<file path="src/rtl/blackjack_controller_pkg.sv">
// Shared types and constants for the blackjack round sequencer:
// command and state encodings, result codes and card legality.
package blackjack_controller_pkg;

    typedef enum logic [1:0] {
        CMD_NONE  = 2'd0,
        CMD_HIT   = 2'd1,
        CMD_STAND = 2'd2
    } game_command_t;

    typedef enum logic [3:0] {
        S_IDLE,
        S_DEAL_P1,
        S_DEAL_D1,
        S_DEAL_P2,
        S_DEAL_D2,
        S_PLAYER_TURN,
        S_PLAYER_HIT,
        S_DEALER_TURN,
        S_DEALER_HIT,
        S_RESULT
    } state_t;

    localparam logic [1:0] RESULT_NONE   = 2'd0;
    localparam logic [1:0] RESULT_PLAYER = 2'd1;
    localparam logic [1:0] RESULT_DEALER = 2'd2;
    localparam logic [1:0] RESULT_PUSH   = 2'd3;

    localparam logic [4:0] BUST_LIMIT = 5'd21;
    localparam logic [4:0] ACE_BONUS  = 5'd10;

    // Ranks 1..13 are real cards; 0, 14 and 15 come from a faulty source.
    function automatic logic card_legal(input logic [3:0] value);
        return (value != 4'd0) && (value <= 4'd13);
    endfunction

endpackage

</file>
<file path="src/rtl/blackjack_controller_if.sv">
// Command, card-source and display signals of the blackjack controller.
// The slave modport is the controller; master is the surrounding system.
interface blackjack_controller_if;

    logic                                  i_start;
    logic                                  i_ready;
    blackjack_controller_pkg::game_command_t i_command;
    logic                                  o_turnIndicator;
    logic                                  o_card_req;
    logic                                  i_card_valid;
    logic [3:0]                            i_card_value;
    logic [4:0]                            o_player_total;
    logic [4:0]                            o_dealer_total;
    logic [1:0]                            o_result;
    logic                                  o_game_over;
    logic                                  o_error;

    modport master (
        output i_start, i_ready, i_command, i_card_valid, i_card_value,
        input  o_turnIndicator, o_card_req, o_player_total, o_dealer_total,
               o_result, o_game_over, o_error
    );

    modport slave (
        input  i_start, i_ready, i_command, i_card_valid, i_card_value,
        output o_turnIndicator, o_card_req, o_player_total, o_dealer_total,
               o_result, o_game_over, o_error
    );

endinterface

</file>
<file path="src/rtl/blackjack_controller_hand_accumulator.sv">
// One blackjack hand: hard sum with aces as 1 plus an ace flag.
// bust looks ahead through a card being added this cycle, so callers can branch on the same edge.
module hand_accumulator
    import blackjack_controller_pkg::*;
(
    input  logic       clk,
    input  logic       rst_n,
    input  logic       clear,
    input  logic       add,
    input  logic [3:0] card_value,
    output logic [4:0] hard,
    output logic       ace,
    output logic [4:0] effective,
    output logic       bust
);

    logic [4:0] hard_reg;
    logic       ace_reg;
    logic [4:0] points;
    logic [4:0] hard_next;

    always_comb begin
        points = 5'd0;
        if (card_value >= 4'd11 && card_value <= 4'd13) begin
            points = 5'd10;
        end else if (card_value != 4'd0 && card_value <= 4'd10) begin
            points = {1'b0, card_value};
        end
    end

    assign hard_next = hard_reg + (add ? points : 5'd0);

    always_ff @(posedge clk or negedge rst_n) begin
        if (!rst_n) begin
            hard_reg <= 5'd0;
            ace_reg  <= 1'b0;
        end else if (clear) begin
            hard_reg <= 5'd0;
            ace_reg  <= 1'b0;
        end else if (add) begin
            hard_reg <= hard_next;
            if (card_value == 4'd1) begin
                ace_reg <= 1'b1;
            end
        end
    end

    assign hard      = hard_reg;
    assign ace       = ace_reg;
    assign effective = (ace_reg && hard_reg <= (BUST_LIMIT - ACE_BONUS)) ? hard_reg + ACE_BONUS
                                                                         : hard_reg;
    assign bust      = hard_next > BUST_LIMIT;

endmodule

</file>
<file path="src/rtl/blackjack_controller.sv">
// Single-round blackjack sequencer: opening deal, player HIT/STAND turn,
// dealer draw-out and result posting.
module blackjack_controller
    import blackjack_controller_pkg::*;
#(
    parameter int DEALER_STAND      = 17,
    parameter bit DEALER_HIT_SOFT17 = 1'b0
) (
    input  logic                  i_clk,
    input  logic                  i_reset_n,
    blackjack_controller_if.slave bus
);

    state_t     state_reg, state_next;
    logic [1:0] result_reg, result_next;
    logic       lock_reg;
    logic       error_reg;

    logic       card_req, card_ok, take_card, start_round, act;
    logic       player_add, dealer_add, player_21, dealer_draw;
    logic [4:0] p_hard, p_eff, d_hard, d_eff;
    logic       p_ace, p_bust, d_ace, d_bust;

    assign card_req    = state_reg inside {S_DEAL_P1, S_DEAL_D1, S_DEAL_P2, S_DEAL_D2,
                                           S_PLAYER_HIT, S_DEALER_HIT};
    assign card_ok     = card_legal(bus.i_card_value);
    assign take_card   = card_req && bus.i_card_valid && card_ok;
    assign start_round = bus.i_start && (state_reg == S_IDLE || state_reg == S_RESULT);
    assign player_add  = take_card && (state_reg inside {S_DEAL_P1, S_DEAL_P2, S_PLAYER_HIT});
    assign dealer_add  = take_card && (state_reg inside {S_DEAL_D1, S_DEAL_D2, S_DEALER_HIT});

    assign player_21   = (p_hard == BUST_LIMIT) || (p_ace && p_hard == (BUST_LIMIT - ACE_BONUS));
    assign dealer_draw = (int'(d_eff) < DEALER_STAND) ||
                         (DEALER_HIT_SOFT17 && d_ace && d_hard == 5'd7);
    // A natural or drawn-to 21 ends the player's turn, so it never counts as a press.
    assign act         = (state_reg == S_PLAYER_TURN) && bus.i_ready && !lock_reg && !player_21 &&
                         (bus.i_command == CMD_HIT || bus.i_command == CMD_STAND);

    hand_accumulator u_player (
        .clk       (i_clk),
        .rst_n     (i_reset_n),
        .clear     (start_round),
        .add       (player_add),
        .card_value(bus.i_card_value),
        .hard      (p_hard),
        .ace       (p_ace),
        .effective (p_eff),
        .bust      (p_bust)
    );

    hand_accumulator u_dealer (
        .clk       (i_clk),
        .rst_n     (i_reset_n),
        .clear     (start_round),
        .add       (dealer_add),
        .card_value(bus.i_card_value),
        .hard      (d_hard),
        .ace       (d_ace),
        .effective (d_eff),
        .bust      (d_bust)
    );

    always_comb begin
        state_next  = state_reg;
        result_next = result_reg;
        case (state_reg)
            S_IDLE, S_RESULT: if (bus.i_start) state_next = S_DEAL_P1;
            S_DEAL_P1:        if (take_card) state_next = S_DEAL_D1;
            S_DEAL_D1:        if (take_card) state_next = S_DEAL_P2;
            S_DEAL_P2:        if (take_card) state_next = S_DEAL_D2;
            S_DEAL_D2:        if (take_card) state_next = S_PLAYER_TURN;
            S_PLAYER_TURN: begin
                if (player_21) begin
                    state_next = S_DEALER_TURN;
                end else if (act) begin
                    state_next = (bus.i_command == CMD_HIT) ? S_PLAYER_HIT : S_DEALER_TURN;
                end
            end
            S_PLAYER_HIT: begin
                if (take_card) begin
                    if (p_bust) begin
                        state_next  = S_RESULT;
                        result_next = RESULT_DEALER;
                    end else begin
                        state_next  = S_PLAYER_TURN;
                    end
                end
            end
            S_DEALER_TURN: begin
                if (dealer_draw) begin
                    state_next = S_DEALER_HIT;
                end else begin
                    state_next = S_RESULT;
                    if (d_bust || p_eff > d_eff) result_next = RESULT_PLAYER;
                    else if (p_eff < d_eff)      result_next = RESULT_DEALER;
                    else                         result_next = RESULT_PUSH;
                end
            end
            S_DEALER_HIT:     if (take_card) state_next = S_DEALER_TURN;
            default:          state_next = S_IDLE;
        endcase
    end

    always_ff @(posedge i_clk or negedge i_reset_n) begin
        if (!i_reset_n) begin
            state_reg  <= S_IDLE;
            result_reg <= RESULT_NONE;
            lock_reg   <= 1'b0;
            error_reg  <= 1'b0;
        end else begin
            state_reg <= state_next;
            error_reg <= card_req && bus.i_card_valid && !card_ok;
            if (start_round) begin
                result_reg <= RESULT_NONE;
                lock_reg   <= 1'b0;
            end else begin
                result_reg <= result_next;
                if (act) begin
                    lock_reg <= 1'b1;
                end else if (bus.i_command == CMD_NONE) begin
                    lock_reg <= 1'b0;
                end
            end
        end
    end

    assign bus.o_turnIndicator = (state_reg == S_PLAYER_TURN);
    assign bus.o_card_req      = card_req;
    assign bus.o_player_total  = p_eff;
    assign bus.o_dealer_total  = d_eff;
    assign bus.o_result        = result_reg;
    assign bus.o_game_over     = (state_reg == S_RESULT);
    assign bus.o_error         = error_reg;

endmodule

</file>
<file path="src/flat_wrapper.sv">
// flat-port wrapper written by rule: the top's interface ports become plain ports
module blackjack_controller_flat import blackjack_controller_pkg::*;
#(
    parameter int DEALER_STAND      = 17,
    parameter bit DEALER_HIT_SOFT17 = 1'b0
)
  (i_clk, i_reset_n, bus_i_start, bus_i_ready, bus_i_command, bus_i_card_valid, bus_i_card_value, bus_o_turnIndicator, bus_o_card_req, bus_o_player_total, bus_o_dealer_total, bus_o_result, bus_o_game_over, bus_o_error);
  blackjack_controller_if bus_i ();
  input  logic i_clk;
  input  logic i_reset_n;
  input wire logic [$bits(bus_i.i_start)-1:0] bus_i_start;
  input wire logic [$bits(bus_i.i_ready)-1:0] bus_i_ready;
  input wire logic [$bits(bus_i.i_command)-1:0] bus_i_command;
  input wire logic [$bits(bus_i.i_card_valid)-1:0] bus_i_card_valid;
  input wire logic [$bits(bus_i.i_card_value)-1:0] bus_i_card_value;
  output wire logic [$bits(bus_i.o_turnIndicator)-1:0] bus_o_turnIndicator;
  output wire logic [$bits(bus_i.o_card_req)-1:0] bus_o_card_req;
  output wire logic [$bits(bus_i.o_player_total)-1:0] bus_o_player_total;
  output wire logic [$bits(bus_i.o_dealer_total)-1:0] bus_o_dealer_total;
  output wire logic [$bits(bus_i.o_result)-1:0] bus_o_result;
  output wire logic [$bits(bus_i.o_game_over)-1:0] bus_o_game_over;
  output wire logic [$bits(bus_i.o_error)-1:0] bus_o_error;
  assign bus_i.i_start = bus_i_start;
  assign bus_i.i_ready = bus_i_ready;
  assign bus_i.i_command = bus_i_command;
  assign bus_i.i_card_valid = bus_i_card_valid;
  assign bus_i.i_card_value = bus_i_card_value;
  assign bus_o_turnIndicator = bus_i.o_turnIndicator;
  assign bus_o_card_req = bus_i.o_card_req;
  assign bus_o_player_total = bus_i.o_player_total;
  assign bus_o_dealer_total = bus_i.o_dealer_total;
  assign bus_o_result = bus_i.o_result;
  assign bus_o_game_over = bus_i.o_game_over;
  assign bus_o_error = bus_i.o_error;
  blackjack_controller #(.DEALER_STAND(DEALER_STAND), .DEALER_HIT_SOFT17(DEALER_HIT_SOFT17)) u_core (.i_clk(i_clk), .i_reset_n(i_reset_n), .bus(bus_i));
endmodule
</file>
<file path="config.mk">
export PLATFORM = sky130hd
export DESIGN_NAME = blackjack_controller_flat
export DESIGN_NICKNAME = d
export VERILOG_FILES = /design/src/rtl/blackjack_controller_pkg.sv /design/src/rtl/blackjack_controller_if.sv /design/src/rtl/blackjack_controller_hand_accumulator.sv /design/src/rtl/blackjack_controller.sv /design/src/flat_wrapper.sv
export SDC_FILE = /design/constraint.sdc
export NUM_CORES = 1
export LEC_CHECK = 0
export BUFFER_PORTS_ARGS = -buffer_cell sky130_fd_sc_hd__buf_2
export CORE_MARGIN = 4
export CORE_UTILIZATION = 60
export CTS_BUF_LIST = sky130_fd_sc_hd__clkbuf_2
export DETAILED_ROUTE_END_ITERATION = 10
export PLACE_DENSITY = 0.85
export SYNTH_ARGS = -nofsm -noshare
export SYNTH_HDL_FRONTEND = slang
export SYNTH_SLANG_ARGS = --single-unit
export TNS_END_PERCENT = 1
</file>
<file path="constraint.sdc">
create_clock -name i_clk -period 4 [get_ports i_clk]
set_input_delay 0.2 -clock i_clk [delete_from_list [all_inputs] [get_ports i_clk]]
set_output_delay 0.2 -clock i_clk [all_outputs]
set_load 0.01 [all_outputs]
</file>
* Yosys cells after proc, flatten, opt, wreduce, memory -nomap -nowiden *
Index checks and enable logic that the tools add are counted.

cells by class
  $add $sub $neg = 4
  magnitude comparators = 10
  equality and inequality tests = 25
  muxes and demuxes = 38
  reductions and logical operators = 39

operator list
  cell                                                                    number
  5-bit two-way mux                                                       9
  4-bit two-way mux                                                       11
  4-bit one-hot mux with 9 select lines                                   1
  4-bit by 3-bit equality test with 1-bit output (second input constant)  4
  1-bit logical AND                                                       16
  2-bit by 1-bit != test with 1-bit output (second input constant)        6
  3-bit nonzero test                                                      4
  1-bit two-way mux                                                       11
  5-bit by 4-bit adder with 5-bit output (second input constant)          2
  5-bit adder                                                             2
  5-bit > comparator (second input constant)                              2
  5-bit by 4-bit <= comparator with 1-bit output (second input constant)  2
  2-bit two-way mux                                                       5
  3-bit by 1-bit != test with 1-bit output (second input constant)        3
  4-bit by 1-bit equality test with 1-bit output (second input constant)  2
  4-bit by 2-bit equality test with 1-bit output (second input constant)  2
  4-bit equality test (second input constant)                             2
  4-bit <= comparator (second input constant)                             2
  8-bit AND reduction                                                     1
  2-bit nonzero test                                                      3
  6-bit nonzero test                                                      1
  5-bit by 4-bit equality test with 1-bit output (second input constant)  1
  5-bit equality test (second input constant)                             1
  5-bit > comparator                                                      1
  16 further kinds                                                        22

word-level totals
  bits in registers = 20
  input bits = 11
  output and inout bits = 16
  word-level logic and storage cells = 124

* Depth between registers and ports, before layout *
  word-level depth = 13
  depth in mapped cells = 15
  mapped depth without buffers = 14

* Modules after synthesis *
A second synthesis with hierarchy kept.

unflattened totals
  cells, all modules = 242
  area, all modules = 2065.7 sq um

modules (own cells, without submodules)
  module                instances  cells an instance  area each (sq um)  seq. area each (sq um)
  hand_accumulator      2          69                 610.6              150.1
  blackjack_controller  1          104                844.6              200.2

* Worst setup path before layout *
OpenSTA, ideal clock, no wires.

  kind = input-to-reg
  from = in bus_i_card_value[2]
  to = reg u_core.result_reg[0] (netlist: u_core.bus.o_result[0])
  library setup time = 0.125 ns
  arrival = 3.412 ns
  required time = 3.875 ns
  setup slack = 0.463 ns
  stages on the path = 13
  buffers on the path = 1
  path through = or4_4 -> and3_1 -> nand3b_1 -> clkbuf_1 -> nor2_1 -> ha_1 -> fa_1 -> xnor2_1 -> o221a_2 -> a2111oi_0 -> a31o_1 -> nand2b_4 -> mux2_4

between the ends
  longest elaborated chain between the ends = 12
  elaborated cells on any way between the ends = 26
  those cells by class = 2 x add/sub; 5 x order compare; 2 x eq/ne; 8 x mux; 9 x reduce/logical

ends and longest elaborated chain
  what                                                           RTL line                                                                     source
  from (decl)                                                    flat_wrapper.sv:15                                                           input wire logic [$bits(bus_i.i_card_value)-1:0] bus_i_card_value;
  4-bit <= comparator, or another cell as far along              blackjack_controller_hand_accumulator.sv:26                                  end else if (card_value != 4'd0 && card_value <= 4'd10) begin
  1-bit logical AND, on equally long branches                    blackjack_controller_hand_accumulator.sv:26, blackjack_controller_pkg.sv:34
  4-bit two-way mux / 1-bit logical AND (equally long branches)  blackjack_controller_hand_accumulator.sv:26, blackjack_controller.sv:27
  5-bit two-way mux / 1-bit logical AND (equally long branches)  blackjack_controller_hand_accumulator.sv:24, blackjack_controller.sv:30
  5-bit two-way mux                                              blackjack_controller_hand_accumulator.sv:31                                  assign hard_next = hard_reg + (add ? points : 5'd0);
  5-bit adder                                                    blackjack_controller_hand_accumulator.sv:31
  5-bit > comparator                                             blackjack_controller_hand_accumulator.sv:52                                  assign bust = hard_next > BUST_LIMIT;
  1-bit logical OR                                               blackjack_controller.sv:94                                                   if (d_bust || p_eff > d_eff) result_next = RESULT_PLAYER;
  2-bit two-way mux                                              blackjack_controller.sv:94
  2-bit two-way mux                                              blackjack_controller.sv:90                                                   if (dealer_draw) begin
  2-bit one-hot mux with 2 select lines                          blackjack_controller.sv:66                                                   case (state_reg)
  2-bit two-way mux                                              blackjack_controller.sv:113                                                  if (start_round) begin
  to (signal assigned)                                           blackjack_controller.sv:117                                                  result_reg <= result_next;
  to (decl)                                                      blackjack_controller.sv:15                                                   logic [1:0] result_reg, result_next;

Several ways; a longest one is shown, not always the timed one. The select of a mux whose other input is x is not followed.
A chain may end at the register's enable or synchronous reset.

* Worst setup path after layout *
  from = reg u_core.state_reg[2]
  to = reg u_core.result_reg[0] (netlist: u_core.bus.o_result[0])

between the ends
  longest elaborated chain between the ends = 13
  elaborated cells on any way between the ends = 34
  those cells by class = 2 x add/sub; 2 x order compare; 11 x eq/ne; 6 x mux; 13 x reduce/logical

ends and longest elaborated chain
  what                                                                          RTL line                                                source
  from (decl)                                                                   blackjack_controller.sv:14                              state_t state_reg, state_next;
  from (signal assigned)                                                        blackjack_controller.sv:111                             state_reg <= state_next;
  4-bit by 1-bit equality test with 1-bit output, or another cell as far along  blackjack_controller.sv:24, blackjack_controller.sv:29
  6-bit nonzero test                                                            blackjack_controller.sv:24                              assign card_req = state_reg inside {S_DEAL_P1, S_DEAL_D1, S_DEAL_P2, S_DEAL_D2,
  1-bit logical AND (2 in a row)                                                blackjack_controller.sv:27                              assign take_card = card_req && bus.i_card_valid && card_ok;
  1-bit logical AND                                                             blackjack_controller.sv:30                              assign dealer_add = take_card && (state_reg inside {S_DEAL_D1, S_DEAL_D2, S_DEALER_HIT});
  5-bit two-way mux                                                             blackjack_controller_hand_accumulator.sv:31
  5-bit adder                                                                   blackjack_controller_hand_accumulator.sv:31
  5-bit > comparator                                                            blackjack_controller_hand_accumulator.sv:52
  1-bit logical OR                                                              blackjack_controller.sv:94
  2-bit two-way mux                                                             blackjack_controller.sv:94
  2-bit two-way mux                                                             blackjack_controller.sv:90
  2-bit one-hot mux with 2 select lines                                         blackjack_controller.sv:66
  2-bit two-way mux                                                             blackjack_controller.sv:113

Several ways; a longest one is shown, not always the timed one. The select of a mux whose other input is x is not followed.

==> summary.txt <==
Status
  • Status: finished clean

Yosys
  • Synthesized cell area: 0.00198 mm^2
  • Yosys top cell area share: 25.2%
  • Post-synth ARST share: 100%
  • Leading area contributor after synthesis: dfrtp_1
  • Top cells by area, synth: dfrtp_1, ha_1, o21ai_0
  • YS warnings: 0
  • Syn Nets: 285
  • Post-synthesis cell type count: 49
  • Syn avg cell area: 7.84 um^2
  • Mapped Cells: 253
  • Register bit total from synthesis: 20
  • Most used DFF post-synth: dfrtp_1
  • Sequential-to-total area share from yosys stat: 25.2%
  • Post-synth EDFFs: 0

Global routing
  • Met1 Usage GRT: 29.4%
  • Number of global-route vias before repair: 1847
  • GRT Total Usage: 23.1%
  • Grt ovf: 0
  • First-pass GRT wire length: 7.98 mm
  • Largest net degree at the start of global routing: 21
  • Grt met2 use: 41.1%
  • Antenna violations before repair: 0
  • GRT Max-Usage Layer: met2
  • Met3 GRT Util: 2.56%

Placed design
  • Buffers on Ports: 26
  • HPWL Detailed: 3.60 mm
  • Placer Congestion: 0.877

Power
  • Leakage: 0.00100 uW
  • PwrDens: 571 mW/mm^2
  • Switch share: 49.3%
  • Internal power: 624 uW
  • Clock power frac: 7.0%
  • VDD IR-drop max: 0.000375 V
  • Flop pwr share: 30.9%
  • Logic pwr share: 62.1%
  • Sw power: 607 uW
  • Design Power: 1230 uW

Critical path
  • Critical path peak fanout: 14
  • Crit Path Class: reg2reg
  • Arr. time, crit path: 3.66 ns
  • CP Launch Type: flip-flop
  • CP required: 4.26 ns
  • Crit path from: u_core.state_reg[2]
  • Worst R2R Start: u_core.state_reg[2]
  • CP Capture Type: flip-flop

STA
  • Unrepaired setup endpoints after global routing: no
  • Slew Limit Headroom: 52.8%
  • Worst slew pin tran: 0.706 ns
  • Slew Viols, Final: 0
  • Layout Skew: 0.0166 ns
  • Setup TNS: 0 ns
  • Final Setup Violations: 0
  • Min Tclk post-route: 3.40 ns
  • Crit share post-route: 85.0%
  • Fin. Hold Viols: 0
  • FMAX: 294 MHz

Die
  • Die outline height: 65.5 um
  • # IOs: 27
  • Die Width: 65.5 um
  • Core box area: 0.00310 mm^2
  • Die area: 0.00429 mm^2
  • Rows: 20
  • Initial Util: 63.9%

Clocking
  • Post-CTS Setup Inserts: 0
  • Sink Count: 20
  • CTS Buffer Depth: 2
  • Clock root buffer master: clkbuf_2
  • H-tree Lvls: 1
  • CTS tree: built
  • CTS buffer count: 3
  • Reg clk slew, reported paths: 0.20 ns
  • Post_cts resized: 0
  • Skew-Pair Late Insertion Delay: 0.34 ns

Route
  • Drt total wl: 4.53 mm
  • Post-DR vias/cell: 6.04
  • Iteration-0 DRC Markers: 95
  • DRT Pass-1 Iters: 4
  • Post-route DRC: 0
  • Antenna Nets Post-Route: 0
  • WL per Instance: 14.2 um
  • Via count: 1920

Final layout
  • Share of cells above drive strength 1: 14.6%
  • Antenna cells: 0
  • Final nets: 308
  • Layout Area Growth over Synthesis: 8.64%
  • Fillers: 282

Worst hold path
  • Worst min path class: in2reg
  • Worst hold start: bus_i_card_valid

Run
  • Max-Cap Viols: 0
==> critical path, stage by stage (launching register included) <==
cell and delay (ns):
dfrtp_1 0.62, nand2b_1 0.20, o21ai_0 0.11, nand3b_1 0.21, nor2_1 0.07, ha_1 0.22
fa_1 0.44, xnor2_1 0.16, o221a_2 0.26, a2111oi_0 0.42, a31o_1 0.19, nand2b_4 0.13
mux2_4 0.31
==> final timing paths <==
| check | end | slack [ns] | cells past startpoint |
|---|---|---|---|
| max in group asynchronous | u_core.u_player.hard[1] | 3.35 | 2 |
| min reg2reg | u_core.u_player.ace | 0.51 | 1 |
| max reg2reg | u_core.bus.o_result[0] | 0.60 | 12 |
| min in group asynchronous | u_core.state_reg[1] | 0.31 | 2 |
| max | u_core.bus.o_result[0] | 0.60 | 12 |
| min | u_core.bus.o_error | 0.13 | 2 |
==> stage by stage <==
stage | hold slack, ns | area [um^2] | worst slack, ns | cells | util (%)
after global routing | 0.138 | 2150 | 0.384 | 318 | 69.4
final | 0.129 | 2150 | 0.600 | 318 | 69.4
after global placement | 0.181 | 2130 | 0.449 | 314 | 68.6
after detailed placement | 0.183 | 2130 | 0.373 | 314 | 68.6
after floorplan | -0.0956 | 1980 | 0.463 | 253 | -
after CTS | 0.138 | 2150 | 0.634 | 318 | 69.4
==> kinds of logic after synthesis <==
logic type / after synthesis / synth area share (%)
adders and majority gates: 21 / 14.0
buffers and inverters: 30 / 6.12
and+or+nand+nor: 98 / 27.2
muxes: 2 / 1.26
AOI/OAI and AO/OA: 74 / 22.6
xor gates and xnor gates: 8 / 3.53
DFF: 20 / 25.2
==> metal layers <==
metal	up-vias	routed length, um
met2	70	2230
met1	888	1950
met3	11	255
met5	-	0
met4	0	87
li1	951	-
==> cell usage after synthesis, drive strengths merged (2+ instances only) <==
| library cell | count |
|---|---|
| a21o | 5 |
| a21oi | 18 |
| a31oi | 4 |
| and2 | 2 |
| and3 | 4 |
| buf | 2 |
| clkbuf | 8 |
| dfrtp | 20 |
| fa | 2 |
| ha | 19 |
| inv | 20 |
| nand2 | 16 |
| nand2b | 11 |
| nand3 | 15 |
| nand3b | 3 |
| nand4 | 2 |
| nor2 | 21 |
| nor2b | 6 |
| nor3 | 3 |
| nor4 | 2 |
| o21a | 3 |
| o21ai | 30 |
| o22ai | 2 |
| o31ai | 2 |
| or2 | 3 |
| or3b | 2 |
| or4 | 3 |
| xnor2 | 4 |
| xor2 | 4 |
==> power by group through the flow <==
stage	Sequential, uW	Combinational (uW)	Clock [uW]
6_report	380	765	86.4
5_1_grt	393	883	94.9
2_1_floorplan	331	616	0
3_5_place_dp	383	764	0
4_1_cts	377	769	84.7
3_3_place_gp	381	742	0
==> layout make-up <==
type | count | area, um^2 | share of cell area [%]
clock buffers | 3 | 15.0 | 0.697
multi-input cells | 203 | 1360 | 63.2
inverters | 20 | 75.1 | 3.48
well taps | 44 | 55.1 | 2.56
repair buffers | 28 | 148 | 6.85
flip-flops and latches | 20 | 500 | 23.2
==> layout by cell type (no fill, tap or decap), types with 4 or more instances in the layout <==
cell type  instances
o21ai_0           30
buf_2             26
nor2_1            21
inv_1             20
dfrtp_1           20
ha_1              19
a21oi_1           18
nand2_1           16
nand3_1           15
nand2b_1          10
nor2b_1            6
a21o_1             5
xnor2_1            4
xor2_1             4
a31oi_1            4
and3_1             4
==> what timing repair did <==
action                                  4_1_cts  5_1_grt
endpoints found under the hold margin        20        0
hold buffers                                  1        0
endpoints found under the setup margin        0        0
Power figures use the tool's default switching activity.
